### config.mk
export PLATFORM = sky130hd
export DESIGN_NAME = fdiv_ctrl
export DESIGN_NICKNAME = d
export VERILOG_FILES = /design/src/rtl/fdiv_ctrl.sv
export SDC_FILE = /design/constraint.sdc
export NUM_CORES = 1
export LEC_CHECK = 0
export CAP_MARGIN = 5
export CORE_MARGIN = 2
export CORE_UTILIZATION = 47
export DETAILED_ROUTE_END_ITERATION = 8
export GPL_TIMING_DRIVEN = 1
export HOLD_SLACK_MARGIN = 0.08
export PLACE_DENSITY = 0.74
export SKIP_LAST_GASP = 1
export SYNTH_ARGS = -nofsm -noshare
export SYNTH_HDL_FRONTEND = slang
export SYNTH_SLANG_ARGS = --single-unit
export TNS_END_PERCENT = 5
### constraint.sdc
create_clock -name clk -period 5.3 [get_ports clk]
set_input_delay 1.59 -clock clk [delete_from_list [all_inputs] [get_ports clk]]
set_output_delay 1.59 -clock clk [all_outputs]
set_load 0.01 [all_outputs]
### src/rtl/fdiv_ctrl.sv
// Issue/return controller for a fixed-latency, non-stalling fdiv: tag pipe, credit-limited result FIFO.
// Optional divide-by-zero flag carried with each result when FDIV_DIVZERO_EN is defined.
module fdiv_ctrl #(
  parameter int unsigned LATENCY = 4,
  parameter int unsigned TAG_W   = 6,
  parameter int unsigned DEPTH   = 6
) (
  input  logic             clk,
  input  logic             rstn,
  input  logic             req_valid,
  output logic             req_ready,
  input  logic [31:0]      req_a,
  input  logic [31:0]      req_b,
  input  logic [TAG_W-1:0] req_tag,
  output logic [31:0]      fdiv_a,
  output logic [31:0]      fdiv_b,
  output logic             fdiv_en,
  input  logic [31:0]      fdiv_c,
  input  logic             fdiv_ready,
  output logic             res_valid,
  input  logic             res_ready,
  output logic [31:0]      res_data,
  output logic [TAG_W-1:0] res_tag,
  output logic             res_dz,
  output logic             err
);

  localparam int unsigned PW = (DEPTH > 1) ? $clog2(DEPTH) : 1;
  localparam int unsigned CW = $clog2(DEPTH + 1);
  localparam int unsigned SW = $clog2(DEPTH + LATENCY + 1);
  localparam int unsigned WW = (LATENCY > 1) ? $clog2(LATENCY) : 1;

  logic                         warm_done;
  logic [WW-1:0]                warm_cnt;
  logic [LATENCY-1:0]           pv;
  logic [TAG_W-1:0]             ptag [LATENCY];
  logic [31:0]                  mem_data [DEPTH];
  logic [TAG_W-1:0]             mem_tag  [DEPTH];
  logic [PW-1:0]                wptr, rptr;
  logic [CW-1:0]                count;
  logic                         push, pop, full, empty;
  logic [SW-1:0]                inflight, occupancy;

  assign fdiv_a  = req_a;
  assign fdiv_b  = req_b;
  assign fdiv_en = req_valid && req_ready;

  always_comb begin
    inflight = '0;
    for (int unsigned i = 0; i < LATENCY; i++) begin
      inflight = inflight + SW'(pv[i]);
    end
  end

  // Credits cover both buffered and in-flight results, since fdiv cannot be stalled.
  assign occupancy = inflight + SW'(count);
  assign empty     = (count == '0);
  assign full      = (count == CW'(DEPTH));
  assign req_ready = warm_done && !full && (occupancy < SW'(DEPTH));

  assign push      = pv[LATENCY-1];
  assign res_valid = !empty;
  assign pop       = res_valid && res_ready;
  assign res_data  = res_valid ? mem_data[rptr] : '0;
  assign res_tag   = res_valid ? mem_tag[rptr]  : '0;

  // fdiv has no reset, so its output strobe is untrustworthy for LATENCY cycles.
  always_ff @(posedge clk or negedge rstn) begin
    if (!rstn) begin
      warm_done <= 1'b0;
      warm_cnt  <= '0;
    end else if (!warm_done) begin
      if (warm_cnt == WW'(LATENCY - 1)) warm_done <= 1'b1;
      else                              warm_cnt  <= warm_cnt + 1'b1;
    end
  end

  always_ff @(posedge clk or negedge rstn) begin
    if (!rstn) begin
      pv <= '0;
      for (int unsigned i = 0; i < LATENCY; i++) ptag[i] <= '0;
    end else begin
      pv <= (pv << 1) | LATENCY'(fdiv_en);
      ptag[0] <= req_tag;
      for (int unsigned i = 1; i < LATENCY; i++) ptag[i] <= ptag[i-1];
    end
  end

  always_ff @(posedge clk or negedge rstn) begin
    if (!rstn) begin
      wptr  <= '0;
      rptr  <= '0;
      count <= '0;
    end else begin
      if (push) wptr <= (wptr == PW'(DEPTH - 1)) ? '0 : wptr + 1'b1;
      if (pop)  rptr <= (rptr == PW'(DEPTH - 1)) ? '0 : rptr + 1'b1;
      case ({push, pop})
        2'b10:   count <= count + 1'b1;
        2'b01:   count <= count - 1'b1;
        default: count <= count;
      endcase
    end
  end

  always_ff @(posedge clk) begin
    if (push) begin
      mem_data[wptr] <= fdiv_c;
      mem_tag[wptr]  <= ptag[LATENCY-1];
    end
  end

  always_ff @(posedge clk or negedge rstn) begin
    if (!rstn)                                     err <= 1'b0;
    else if (warm_done && (fdiv_ready != push))    err <= 1'b1;
  end

`ifdef FDIV_DIVZERO_EN
  logic               dz_calc;
  logic [LATENCY-1:0] pdz;
  logic [DEPTH-1:0]   mem_dz;

  assign dz_calc = (req_b[30:23] == 8'd0) && (req_a[30:23] != 8'd0);

  always_ff @(posedge clk or negedge rstn) begin
    if (!rstn) pdz <= '0;
    else       pdz <= (pdz << 1) | LATENCY'(dz_calc);
  end

  always_ff @(posedge clk) begin
    if (push) mem_dz[wptr] <= pdz[LATENCY-1];
  end

  assign res_dz = res_valid && mem_dz[rptr];
`else
  assign res_dz = 1'b0;
`endif

endmodule

==> flow_metrics.env, run 1 <==
export IMPL_status="completed"
export IMPL_synth_area_top_cells="edfxtp_1, dfrtp_1, buf_4"
export IMPL_switchingPower_uw=2300
export IMPL_start_util_pct=47.7
export IMPL_cp_end_kind="output pin"
export IMPL_first_global_vias=6035
export IMPL_cts_tree="built"
export IMPL_hp_class="reg2reg"
export IMPL_coreArea_um2=22500
export IMPL_cts_resized=0
export IMPL_critical_path_top_delay_family="adder cells"
export IMPL_endpoint="fdiv_en"
export IMPL_cts_hold_fix_buffers=0
export IMPL_power_density_nw_per_um2=580
export IMPL_r2r_end="count[2]"
export IMPL_cp_start_kind="flop"
export IMPL_maxCapViolations=0
export IMPL_io_pins=214
export IMPL_final_util_pct=54.6
export IMPL_post_cts_setup_buffers=0
export IMPL_p_int_uw=4830
export IMPL_fin_skew_ns=0.0167
export IMPL_ys_flop_type="edfxtp_1"
export IMPL_synthArstFlopShare_pct=15.2
export IMPL_reg2reg_depth=10
export IMPL_die_area_um2=24000
export IMPL_clk_transition_reported_paths_ns=0.06
export IMPL_p_sw_share_pct=32.2
export IMPL_max_stage_delay_ns=0.60
export IMPL_clock_path_buffers=3
export IMPL_insertion_delay_ns=0.53
export IMPL_gp_congestion=0.752
export IMPL_wire_per_inst_um=23.7
export IMPL_rows=55
export IMPL_maxSlewViolCount=0
export IMPL_r2r_start="count[2]"
export IMPL_period_share_pct=96.2
export IMPL_p_seq_share_pct=40.2
export IMPL_cts_sinks=269
export IMPL_yosysWarnings=0
export IMPL_synth_area_um2=10700
export IMPL_slew_headroom_pct=17.8
export IMPL_antennaDiodeCount=0
export IMPL_yosys_area_top_type_share_pct=63.8
export IMPL_timing_critical_path_mode_cell="fa_1"
export IMPL_final_hold_viol_count=0
export IMPL_port_buffers=84
export IMPL_numCtsBuffers=27
export IMPL_grt_pass1_wl_um=35100
export IMPL_routed_wl_um=23400
export IMPL_antenna_found_initial=3
export IMPL_grt_overflow=0
export IMPL_p_leak_uw=0.00400
export IMPL_critical_path_peak_fanout=7
export IMPL_synthCells=656
export IMPL_avgSynthCellArea_um2=16.3
export IMPL_path_cells="fa_1 > ha_1 > a21o_1 > fa_1 > xnor2_1 > o21ai_0 > a211oi_1 > clkdlybuf4s50_1"
export IMPL_r2r_slack_ns=2.70
export IMPL_crit_path_start="pv[3]"
export IMPL_yosysUniqueCellTypes=36
export IMPL_final_cell_mix="edfxtp_1, clkdlybuf4s50_1, nor2b_1"
export IMPL_pwr_share_clk_pct=25.4
export IMPL_yosys_area_top_type="edfxtp_1"
export IMPL_routed_via_density=5.70
export IMPL_track_usage_pct=19.5
export IMPL_fp_dieH_um=155
export IMPL_comb_power_share_pct=34.4
export IMPL_irDropWorstVdd_uv=474
export IMPL_synth_edf_count=228
export IMPL_crit_buf_inv=1
export IMPL_worstPathArrival_ns=3.51
export IMPL_layout_commonest_cell="edfxtp_1"
export IMPL_fin_setup_tns_ns=0
export IMPL_slowest_stage="clkdlybuf4s50_1"
export IMPL_drtPass1Iterations=4
export IMPL_drt_iter0_drc=311
export IMPL_nets=800
export IMPL_max_freq_ghz=0.196
export IMPL_dp_hpwl_um=14000
export IMPL_ys_seq_elements=269
export IMPL_crit_cells=8
export IMPL_fin_area_um2=12300
export IMPL_drive_above_1_share_pct=15.5
export IMPL_setup_viol=0
export IMPL_ctsHtreeMaxLevel=1
export IMPL_period_minus_slack_ns=5.10
export IMPL_synth_nets=770
export IMPL_grt_max_degree=117
export IMPL_route_detailed_drc=0
export IMPL_fp_dieW_um=155
export IMPL_root_buffer="clkbuf_16"
export IMPL_rsz0062_at_grt="no"
export IMPL_ant_nets=0
export IMPL_vias=5640
export IMPL_worst_pin_slew_ns=1.23
export IMPL_cp_data_required_time_ns=3.71
export IMPL_placed_area_um2=11400
export IMPL_seq_area_frac_synth_pct=73.4
export IMPL_crit_type="reg2out"
export IMPL_syn2layout_area_growth_pct=14.6
## synth_stat cells (2+ instances only)
master / instances
a211oi_1: 61
a211oi_2: 16
a21o_1: 5
and2b_1: 3
buf_2: 17
buf_4: 71
buf_6: 3
clkbuf_1: 12
dfrtp_1: 41
edfxtp_1: 228
fa_1: 3
ha_1: 4
inv_1: 8
nand2_1: 4
nand2b_1: 3
nor2_1: 2
nor2b_1: 73
nor3_1: 3
nor4_1: 19
nor4_2: 20
o21ai_0: 2
o22ai_1: 38
xnor2_1: 2
xor2_1: 6
## metrics by stage
stage               hold slack, ns  setup WS (ns)  cells  power [µW]
CTS                          0.348          0.188    990        7210
finish                       0.342          0.203    990        7130
global placement             0.332          0.818    942        5300
detailed placement           0.335          0.760    942        5370
global route                 0.354         0.0581    990        7490
floorplan                    0.331          0.251    656        4290
## flip-flops by register name (all words and copies together) (netlist names)
signal,count
wptr,3
count,3
pv,4
rptr,3
ptag,24
err,1
mem_data,192
warm_done,1
mem_tag,36
warm_cnt,2
## worst register-to-register path, stage by stage (launching register included)
cell and delay (ns):
dfrtp_1 0.48, nor3_4 0.21, buf_4 0.56, inv_1 0.17, and2_1 0.23, ha_1 0.21
inv_1 0.08, fa_1 0.18, xor2_1 0.15, nor2_1 0.06, xor2_1 0.14
## final cells by class
type                    instances  area, µm²
flip-flops and latches        269       7880
clock buffers                  38        779
fillers                      1664      10200
well taps                     285        357
inverters                       8       30.0
repair buffers                104        998
clock inverters                10       86.3
multi-input cells             276       2170
## routing by layer
metal | GRT usage [%] | routed length [µm] | vias up
met5 | 0 | 45 | -
met4 | 9.57 | 942 | 6
met3 | 4.71 | 1870 | 89
met2 | 34.5 | 12300 | 242
met1 | 22.0 | 8310 | 2776
li1 | - | - | 2527
## power groups by stage
stage	sequential, µW	clock (µW)	combinational [µW]
floorplan	2750	0	1530
global placement	2880	0	2420
detailed placement	2910	0	2470
CTS	2870	1860	2480
global route	2910	1940	2650
finish	2870	1810	2450
## cells by family after synthesis
logic type | share of synthesized area, %
DFF | 73.4
AOI/OAI and AO/OA | 9.02
muxes | 0.198
adders and majority gates | 1.03
buffers and inverters | 6.78
and+or+nand+nor | 8.89
other | 0.0350
xor gates and xnor gates | 0.653
## worst min-delay path by stage
stage,start,to,slack (ns),cells after the start
after floorplan,ptag[6],ptag[0],0.33,0
after global placement,ptag[17],ptag[11],0.33,0
after detailed placement,ptag[19],ptag[13],0.33,0
after CTS,ptag[20],ptag[14],0.35,0
after global routing,ptag[20],ptag[14],0.35,0
final,ptag[20],ptag[14],0.34,0
Power figures use the tool's default switching activity.
==> inputs of run 2 (changes only) <==
Settings changed: TNS_END_PERCENT 5 to unset.
Clock period 5.3 ns to 4.4 ns, I/O delays scaled along.
==> run 2 against run 1 <==
Effect of this change:
- flip-flop and latch count unchanged
- clock-buffer cell count is 1 lower
- register-to-register slack lost 1.2 ns
- global-route usage increased by 0.72 points
- routed wire length increased by 3.8%
- combinational power increased by 29%
==> flow_metrics.env, run 2 (synthesis gave the netlist of run 1 again) <==
export IMPL_irDropWorstVdd_uv=536
export IMPL_ant_nets=0
export IMPL_final_cell_mix="edfxtp_1, clkdlybuf4s50_1, nor2b_1"
export IMPL_p_sw_share_pct=32.6
export IMPL_cp_end_kind="output pin"
export IMPL_coreArea_um2=22500
export IMPL_routed_via_density=5.76
export IMPL_p_seq_share_pct=39.0
export IMPL_met3_usage_pct=4.74
export IMPL_die_area_um2=24000
export IMPL_routed_wl_um=24300
export IMPL_power_density_nw_per_um2=701
export IMPL_nets=803
export IMPL_drive_above_1_share_pct=15.8
export IMPL_r2r_start="count[2]"
export IMPL_largestRegisters="mem_data (192), mem_tag (36), ptag (24)"
export IMPL_rows=55
export IMPL_clock_path_buffers=3
export IMPL_post_place_cells=945
export IMPL_hold_slack_ns=0.343
export IMPL_largest_register="mem_data"
export IMPL_start_util_pct=47.7
export IMPL_cts_tree="built"
export IMPL_cts_sinks=269
export IMPL_maxSlewViolCount=0
export IMPL_dp_hpwl_um=15000
export IMPL_clk_transition_reported_paths_ns=0.07
export IMPL_fp_dieH_um=155
export IMPL_largest_reg_flops=192
export IMPL_worst_pin_slew_ns=1.07
export IMPL_track_usage_pct=20.2
export IMPL_maxCapViolations=0
export IMPL_period_minus_slack_ns=4.28
export IMPL_fill_cells=1681
export IMPL_busiest_layer="met2"
export IMPL_insertion_delay_ns=0.52
export IMPL_crit_type="reg2out"
export IMPL_whs_path_depth=0
export IMPL_io_pins=214
export IMPL_first_global_vias=6053
export IMPL_grt_pass1_wl_um=36200
export IMPL_cp_data_required_time_ns=3.08
export IMPL_numCtsBuffers=26
export IMPL_r2r_end="count[2]"
export IMPL_gp_congestion=0.762
export IMPL_holdPathEnd="ptag[0]"
export IMPL_comb_power_share_pct=36.5
export IMPL_port_buffers=84
export IMPL_status="completed"
export IMPL_cts_hold_fix_buffers=0
export IMPL_max_freq_ghz=0.234
export IMPL_p_leak_uw=0.00404
export IMPL_fin_cells=992
export IMPL_placed_area_um2=11500
export IMPL_ctsHtreeMaxLevel=1
export IMPL_antenna_found_initial=5
export IMPL_drt_iter0_drc=407
export IMPL_setup_viol=0
export IMPL_route_detailed_drc=0
export IMPL_vias=5711
export IMPL_grt_overflow=0
export IMPL_grtUsageMet1_pct=24.0
export IMPL_root_buffer="clkbuf_16"
export IMPL_r2r_slack_ns=1.48
export IMPL_antennaDiodeCount=0
export IMPL_fin_skew_ns=0.0110
export IMPL_pwr_share_clk_pct=24.6
export IMPL_layout_commonest_cell="edfxtp_1"
export IMPL_worstPathArrival_ns=2.96
export IMPL_wire_per_inst_um=24.5
export IMPL_period_share_pct=97.2
export IMPL_p_int_uw=5860
export IMPL_fin_area_um2=12400
export IMPL_switchingPower_uw=2840
export IMPL_slew_headroom_pct=28.2
export IMPL_critical_path_peak_fanout=45
export IMPL_syn2layout_area_growth_pct=15.6
export IMPL_final_hold_viol_count=0
export IMPL_drtPass1Iterations=4
export IMPL_grtUsageMet2_pct=35.2
export IMPL_reg2reg_depth=10
export IMPL_fp_dieW_um=155
export IMPL_hp_start="ptag[6]"
export IMPL_cp_start_kind="flop"
export IMPL_grt_max_degree=46
export IMPL_hp_class="reg2reg"
[run 2: changes by cell type in the layout (fill, tap and decap cells not counted), moves of 2 or more]
cell             delta
inv_6               -2
clkinv_2            -2
clkinv_1            +4
clkdlybuf4s50_1     -2
buf_12              +6
clkinvlp_4          -2
buf_4               -2
[run 2: timing repair]
item | CTS | global route
buffers inserted | 1 | 0
endpoints found under the setup margin | 3 | 4
resized for setup | 4 | 5
[run 2: how the worst max path moves through the flow]
stage               startpoint             end  slack, ns  cells past startpoint
global route             pv[0]       req_ready    -0.0004                      8
floorplan                pv[3]  mem_data[3][0]       0.43                      2
global placement         pv[0]         fdiv_en       0.28                      8
detailed placement       pv[0]         fdiv_en       0.17                      8
finish                 rptr[1]     res_data[4]       0.12                      5
CTS                      pv[0]         fdiv_en      -0.02                      8
[run 2: critical path, stage by stage, from the launching register on]
cell and delay [ns]:
dfrtp_4 0.73, buf_12 0.30, nor2b_1 0.14, a211oi_1 0.06
nor4_1 0.53, clkdlybuf4s50_1 0.65
[run 2: power groups by stage]
stage | Sequential, µW | Clock (µW) | Combinational, µW
floorplan | 3310 | 0 | 1850
global placement | 3440 | 0 | 3040
detailed placement | 3480 | 0 | 3110
CTS | 3390 | 2170 | 3200
global route | 3430 | 2270 | 3410
finish | 3390 | 2130 | 3170
[run 2: per-layer routing]
layer | up-vias | part of all wire, %
li1 | 2528 | -
met1 | 2874 | 37
met2 | 213 | 51
met3 | 88 | 7.4
met4 | 8 | 3.8
met5 | - | 0.21
[run 2: final cells by class]
type	count	area [µm²]	share of cell area, %
clock buffers	37	764	6.17
clock inverters	9	67.6	0.545
inverters	8	30.0	0.242
multi-input cells	276	2210	17.8
flip-flops and latches	269	7880	63.5
well taps	285	357	2.88
repair buffers	108	1100	8.85
[run 2: through the flow]
step,setup WS (ns),utilization [%],TNS [ns],power (µW)
detailed placement,0.168,51.2,0,6590
global placement,0.285,51.2,0,6480
CTS,-0.0213,55.0,-0.0213,8760
global route,-0.000440,55.1,-0.000440,9110
finish,0.124,55.1,0,8690
floorplan,0.433,-,0,5160
==> inputs of run 3 (changes only) <==
Settings changed: PLACE_DENSITY 0.74 to 0.77, SKIP_CTS_REPAIR_TIMING set to 1.
==> run 3 against run 2 <==
Effect of this change:
- design area down 0.33%
- first-iteration DRC count up 9.3%
- via count down 0.63%
- global-route usage down 2.6 points
- sequential power about the same
- non-clock buffer count unchanged
- worst setup slack worse by 0.026 ns
- clock-buffer cell count up 4
- register-to-register slack about the same
- largest cell class unchanged
- largest power group unchanged
- highest routed layer is now met4
==> flow_metrics.env, run 3 (synthesis gave the netlist of run 1 again) <==
export IMPL_largest_reg_flops=192
export IMPL_drt_iter0_drc=445
export IMPL_rows=55
export IMPL_die_area_um2=24000
export IMPL_dp_hpwl_um=12600
export IMPL_reg2reg_depth=10
export IMPL_syn2layout_area_growth_pct=15.2
export IMPL_largestRegisters="mem_data (192), mem_tag (36), ptag (24)"
export IMPL_grt_overflow=0
export IMPL_clk_transition_reported_paths_ns=0.06
export IMPL_irDropWorstVdd_uv=589
export IMPL_largest_register="mem_data"
export IMPL_crit_path_start="pv[0]"
export IMPL_r2r_start="count[2]"
export IMPL_grt_pass1_wl_um=32300
export IMPL_p_total_uw=8620
export IMPL_maxSlewViolCount=0
export IMPL_port_buffers=84
export IMPL_layout_commonest_cell="edfxtp_1"
export IMPL_route_detailed_drc=0
export IMPL_worst_pin_slew_ns=0.920
export IMPL_ctsHtreeMaxLevel=1
export IMPL_period_share_pct=97.8
export IMPL_start_util_pct=47.7
export IMPL_routed_via_density=5.70
export IMPL_cp_end_kind="output pin"
export IMPL_io_pins=214
export IMPL_power_density_nw_per_um2=698
export IMPL_clock_path_buffers=3
export IMPL_cp_data_required_time_ns=3.08
export IMPL_rsz0062_at_grt="yes"
export IMPL_insertion_delay_ns=0.53
export IMPL_cts_sinks=269
export IMPL_drive_above_1_share_pct=16.2
export IMPL_fp_dieW_um=155
export IMPL_max_freq_ghz=0.232
export IMPL_worstPathArrival_ns=2.98
export IMPL_first_global_vias=5930
export IMPL_r2r_slack_ns=1.48
export IMPL_period_minus_slack_ns=4.30
export IMPL_antenna_found_initial=0
export IMPL_fin_cells=996
export IMPL_wire_per_inst_um=21.3
export IMPL_cp_start_kind="flop"
export IMPL_final_hold_viol_count=0
export IMPL_setup_ws_ns=0.0981
export IMPL_antennaDiodeCount=0
export IMPL_whs_path_depth=0
export IMPL_endpoint="fdiv_en"
export IMPL_fin_skew_ns=0.00996
export IMPL_post_place_cells=946
export IMPL_status="completed"
export IMPL_numCtsBuffers=27
export IMPL_cts_tree="built"
export IMPL_crit_type="reg2out"
export IMPL_p_leak_uw=0.00405
export IMPL_grt_max_degree=57
export IMPL_vias=5675
export IMPL_r2r_end="count[2]"
export IMPL_maxCapViolations=0
export IMPL_drtPass1Iterations=4
export IMPL_track_usage_pct=17.5
export IMPL_gp_congestion=0.765
export IMPL_hp_class="reg2reg"
export IMPL_place_ws_ns=0.168
export IMPL_slew_headroom_pct=38.7
export IMPL_setup_viol=0
export IMPL_coreArea_um2=22500
export IMPL_ant_nets=0
export IMPL_final_cell_mix="edfxtp_1, clkdlybuf4s50_1, nor2b_1"
export IMPL_root_buffer="clkbuf_16"
export IMPL_fp_dieH_um=155
export IMPL_routed_wl_um=21200
export IMPL_critical_path_peak_fanout=2
export IMPL_nets=804
## run 3: cell count changes in the layout (fill, tap and decap cells not counted), sizes merged
cell / change
clkbuf: +3
dlygate4sd2: -1
dlymetal6s2s: +2
## run 3: how the worst min path moves through the flow
stage                         from  slack (ns)  endpoint
after floorplan            ptag[6]        0.33   ptag[0]
after global placement    ptag[23]        0.33  ptag[17]
after detailed placement   ptag[6]        0.33   ptag[0]
after CTS                 ptag[13]        0.35   ptag[7]
after global routing      ptag[22]        0.35  ptag[16]
final                      ptag[6]        0.35   ptag[0]
## run 3: layout make-up
class	count	area, µm²
timing repair buffer	108	1050
clock inverter	9	76.3
tap	285	357
multi-input combinational	276	2190
fill	1680	10100
clock buffer	41	778
sequential	269	7880
inverter	8	30.0
## run 3: critical path, cell delays in order, from the launching register on
cell,delay (ns)
dfrtp_1,0.40
fa_1,0.54
ha_1,0.22
a21o_1,0.21
fa_1,0.38
xnor2_1,0.18
o21ai_1,0.12
a211oi_2,0.22
dlymetal6s2s_1,0.19
## run 3: layer usage
metal  global-route usage [%]  share of wire (%)
met5                        0                  0
met4                     6.39                2.7
met3                     4.43                8.2
met2                     29.4                 49
met1                     22.3                 40
## run 3: where the power goes
group / internal, µW / switching [µW] / leakage [µW]
logic: 1420 / 1630 / 0.00109
registers: 3140 / 242 / 0.00254
clock network: 1280 / 904 / 0.000423
## run 3: through the flow
stage,setup TNS (ns),util (%),area [µm²],hold WS [ns]
floorplan,0,-,10700,0.331
global placement,0,51.1,11500,0.334
detailed placement,0,51.1,11500,0.335
CTS,-0.603,54.9,12300,0.348
global route,-0.0436,54.9,12400,0.355
finish,0,54.9,12400,0.348
